$ cat src/rtl/led_step_ctrl.sv
// Step-enable controller for the LED pattern stages: synchronises the run/step
// buttons, generates a programmable-rate step pulse, and cycles pattern modes.
module led_step_ctrl #(
  parameter int DIV_W           = 24,
  parameter int FRAMES_PER_MODE = 4,
  parameter int MODE_W          = 2
) (
  input  logic              clk,
  input  logic              reset,
  input  logic              run_btn,
  input  logic              step_btn,
  input  logic [DIV_W-1:0]  div_val,
  input  logic              frame_done,
  output logic              step,
  output logic              running,
  output logic [MODE_W-1:0] mode,
  output logic [7:0]        frame_cnt
);

  typedef enum logic [1:0] {
    ST_IDLE   = 2'd0,
    ST_RUN    = 2'd1,
    ST_SINGLE = 2'd2
  } state_t;

  localparam logic [7:0] LAST_FRAME = 8'(FRAMES_PER_MODE - 1);

  logic [1:0] btn_raw;
  logic [1:0] btn_edge;
  logic       run_edge;
  logic       step_edge;

  assign btn_raw   = {step_btn, run_btn};
  assign run_edge  = btn_edge[0];
  assign step_edge = btn_edge[1];

  // Two-flop synchroniser plus a history flop per button; a held button
  // yields a single rising-edge pulse, bounce is passed through untouched.
  generate
    for (genvar gi = 0; gi < 2; gi++) begin : g_btn
      logic s1_q;
      logic s2_q;
      logic s3_q;

      always_ff @(posedge clk) begin
        if (reset) begin
          s1_q <= 1'b0;
          s2_q <= 1'b0;
          s3_q <= 1'b0;
        end else begin
          s1_q <= btn_raw[gi];
          s2_q <= s1_q;
          s3_q <= s2_q;
        end
      end

      assign btn_edge[gi] = s2_q & ~s3_q;
    end
  endgenerate

  state_t             state_q;
  state_t             state_d;
  logic [DIV_W-1:0]   count_q;
  logic [DIV_W-1:0]   count_d;
  logic               step_q;
  logic               step_d;
  logic               running_q;
  logic               running_d;
  logic [MODE_W-1:0]  mode_q;
  logic [MODE_W-1:0]  mode_d;
  logic [7:0]         frame_cnt_q;
  logic [7:0]         frame_cnt_d;
  logic               fire;

  // ">=" lets a lowered div_val take effect immediately instead of wrapping.
  assign fire = (state_q == ST_RUN) && (count_q >= div_val);

  // State register
  always_ff @(posedge clk) begin
    if (reset) begin
      state_q   <= ST_IDLE;
      count_q   <= '0;
      step_q    <= 1'b0;
      running_q <= 1'b0;
    end else begin
      state_q   <= state_d;
      count_q   <= count_d;
      step_q    <= step_d;
      running_q <= running_d;
    end
  end

  // Next-state and prescaler
  always_comb begin
    state_d = state_q;
    count_d = count_q;
    case (state_q)
      ST_IDLE: begin
        count_d = '0;
        if (run_edge) begin
          state_d = ST_RUN;
        end else if (step_edge) begin
          state_d = ST_SINGLE;
        end
      end
      ST_RUN: begin
        if (run_edge) begin
          state_d = ST_IDLE;
          count_d = '0;
        end else if (fire) begin
          count_d = '0;
        end else begin
          count_d = count_q + DIV_W'(1);
        end
      end
      ST_SINGLE: begin
        state_d = ST_IDLE;
        count_d = '0;
      end
      default: begin
        state_d = ST_IDLE;
        count_d = '0;
      end
    endcase
  end

  // Outputs are computed from the transition so the registered pulse lines up
  // with entry into SINGLE or with a prescaler wrap; a run edge kills any step.
  always_comb begin
    step_d    = 1'b0;
    running_d = (state_d == ST_RUN);
    if (!run_edge) begin
      if (state_q == ST_IDLE && step_edge) begin
        step_d = 1'b1;
      end else if (fire) begin
        step_d = 1'b1;
      end
    end
  end

  always_comb begin
    mode_d      = mode_q;
    frame_cnt_d = frame_cnt_q;
    if (frame_done) begin
      if (frame_cnt_q == LAST_FRAME) begin
        frame_cnt_d = '0;
        mode_d      = mode_q + MODE_W'(1);
      end else begin
        frame_cnt_d = frame_cnt_q + 8'd1;
      end
    end
  end

  always_ff @(posedge clk) begin
    if (reset) begin
      mode_q      <= '0;
      frame_cnt_q <= '0;
    end else begin
      mode_q      <= mode_d;
      frame_cnt_q <= frame_cnt_d;
    end
  end

  assign step      = step_q;
  assign running   = running_q;
  assign mode      = mode_q;
  assign frame_cnt = frame_cnt_q;

endmodule
$ cat config.mk
export PLATFORM = sky130hd
export DESIGN_NAME = led_step_ctrl
export DESIGN_NICKNAME = d
export VERILOG_FILES = /design/src/rtl/led_step_ctrl.sv
export SDC_FILE = /design/constraint.sdc
export NUM_CORES = 1
export LEC_CHECK = 0
export ABC_AREA = 1
export ABC_CLOCK_PERIOD_IN_PS = 4130
export CORE_AREA = 2 2 110 80
export CTS_BUF_LIST = sky130_fd_sc_hd__clkbuf_16
export DETAILED_ROUTE_END_ITERATION = 12
export DIE_AREA = 0 0 112 82
export GPL_ROUTABILITY_DRIVEN = 0
export PLACE_DENSITY = 0.6
export SKIP_CTS_REPAIR_TIMING = 1
export SLEW_MARGIN = 5
export SYNTH_ARGS = -nofsm -noshare
export SYNTH_HDL_FRONTEND = slang
export SYNTH_SLANG_ARGS = --single-unit
$ cat constraint.sdc
create_clock -name clk -period 4.13 [get_ports clk]
set_input_delay 0.413 -clock clk [delete_from_list [all_inputs] [get_ports clk]]
set_output_delay 0.413 -clock clk [all_outputs]
set_load 0.005 [all_outputs]
==> metrics <==
status complete, no violations; asr flop ratio synth 0%; vias between 2000 and 2500; DR pass1 iterations 4; clock root buffer clkbuf_16; Synth Net Count roughly 450; Yosys top cell area share 31.6%; P_int ~0.00069 W; Initial Util 34.0%; routed len/inst 10.6 µm; final wirelength approximately 5.8 mm; GR Util All Layers 13.4%; Mapped Area around 2800 µm²; synth warn 0; Hold Path Class reg2reg; dominant cell type by area after synthesis dfxtp_1; Final Setup Violations 0; number of flops mapped to enable cells by yosys 0; # diodes 0; Avg Cell Area, Syn between 7 and 8 µm²; most common cell in the synthesized netlist nand2_1; Slew HR 63.4%; Pwr per Cell Area between 200 and 300 nW/µm²; TritonCTS clock tree done; Clock Path Buffers 2; Seq/Total Area, Yosys approximately a third; initial antenna violation count 0; die height between 80 and 90 µm; RSZ-0062 raised after global routing false; worst setup margin 2.01 ns; Achievable Freq roughly 470 MHz; die area between 9000 and 10000 µm²; Clock Skews 0.00486 ns; endpoints failing hold 0; CTS Buf Count 5; number of global-route vias before repair about 2200; layout cell share with drive strength beyond 1 roughly a tenth; Multi-input gate area around 1600 µm²; post-synthesis register bit count between 40 and 50; CP max FO 24; post-route ant nets 0; H-tree Lvls 2; critical path class in2reg; Synth top cells by count nand2_1 (88), nor2_1 (69), inv_1 (67); crit end category register; CP arrival 2.33 ns; clock share of power between 40% and 50%; Detail Placement HPWL between 4 and 5 mm; DRC viols 0; CP Launch Type primary input; Reg area between 800 and 900 µm²; VDD IR max ~160 µV; first-pass GRT wire length around 10 mm; sw frac roughly 22%; FILL cells 873; core area 8200 µm²; Layout area overhead 23.1%; Rows 28; vias per cell 4.44; I/O pin count 41; min Tclk post-route ~2.1 ns; Total Neg Setup Slack 0 ns; sequential share of power between 40% and 50%; worst-margin pin slew 0.547 ns; Iter 0 DRT Violations around 80; Max-Cap Viols 0; pre-CTS setup slack 1.70 ns; top cells by area, synth dfxtp_1 (32%), nand2_1 (12%), ha_1 (12%), nor2_1 (9.3%), inv_1 (9.0%); Port-buffer cells 40; post-synthesis cell count 397; final layout net count 496; Die W around 110 µm; pin count of the biggest net entering global routing 25; Tcrit/Tclk final around half; clock sink count 44; Static Leak 1.51 nW; CP required about 4.3 ns; Psw between 0.00015 and 0.0002 W; Comb pwr share roughly 8.5%; Final Slew Violations 0; Distinct cells, synth 31; Clock Pin Slew Worst Setup and Hold Paths ~0.060 ns; global route overflow 0; clock insertion delay at the later pin of the skew report slightly below 0.3 ns; Most used DFF post-synth dfxtp_1
## per-stage QoR
| stage | hold slack (ns) | util, % | cells | cell area [µm²] | power, W |
|---|---|---|---|---|---|
| floorplan | 0.388 | - | 397 | 2790 | 0.000480 |
| global placement | 0.398 | 40.2 | 539 | 3290 | 0.000519 |
| detailed placement | 0.399 | 40.2 | 539 | 3290 | 0.000522 |
| CTS | 0.409 | 41.9 | 547 | 3430 | 0.000898 |
| global route | 0.422 | 41.9 | 547 | 3430 | 0.000927 |
| finish | 0.405 | 41.9 | 547 | 3430 | 0.000888 |
## power by group through the flow
stage / logic, W / clock network, W / registers (W)
final: 0.0000759 / 0.000377 / 0.000435
after global routing: 0.0000872 / 0.000404 / 0.000436
after detailed placement: 0.0000768 / 0 / 0.000445
after CTS: 0.0000772 / 0.000386 / 0.000435
after global placement: 0.0000750 / 0 / 0.000445
after floorplan: 0.0000361 / 0 / 0.000444
## per-layer routing
layer	global-route usage [%]	share of wire [%]
met5	0	0
met4	3.78	1.2
met3	2.58	3.9
met2	21.0	41
met1	18.8	54
## area by class of cell
cell class	instances	area share, %
Multi-Input combinational cell	280	47.1
Tap cell	105	3.83
Inverter	70	7.73
Clock buffer	5	3.64
Sequential cell	44	25.7
Clock inverter	3	0.401
Timing Repair Buffer	40	11.7
## cells by family after synthesis
family	synth area share (%)
AOI/OAI and AO/OA	4.04
xor gates and xnor gates	5.61
adders and majority gates	11.7
buffers and inverters	10.5
DFF	31.6
and+or+nand+nor	36.7
## flip-flops by register name (all words and copies together) (netlist names)
name	flops
count_q	24
frame_cnt	8
g_btn.s1_q	2
g_btn.s2_q	2
g_btn.s3_q	2
mode	2
running	1
state_q	2
step	1
## cells in the final DEF, fill, tap and decap left out, types with 5 or more instances in the layout
| master | count |
|---|---|
| a21oi_1 | 13 |
| clkbuf_16 | 5 |
| clkdlybuf4s50_1 | 40 |
| dfxtp_1 | 44 |
| ha_1 | 26 |
| inv_1 | 67 |
| nand2_1 | 88 |
| nand2_2 | 5 |
| nand3_1 | 13 |
| nand3b_1 | 6 |
| nor2_1 | 69 |
| nor2_2 | 16 |
| xnor2_1 | 10 |
| xor2_1 | 6 |
## worst max-delay path, cell delays in order
cell and delay (ns):
clkdlybuf4s50_1 0.45, inv_1 0.04, ha_1 0.29, a21oi_1 0.15, nor2_1 0.05, nor2_1 0.16, nand2_1 0.09, nor2_2 0.17
nand3_4 0.30, nor2_1 0.20
## worst paths after layout
kind | startpoint | to | slack (ns) | depth (start not counted)
worst max-delay path | div_val[21] | count_q[2] | 2.01 | 10
worst min-delay path | g_btn[1].s1_q | g_btn[1].s2_q | 0.40 | 2
worst max register to register | count_q[21] | count_q[2] | 2.21 | 8
worst min register to register | g_btn[1].s1_q | g_btn[1].s2_q | 0.40 | 2
Power figures use the tool's default switching activity.
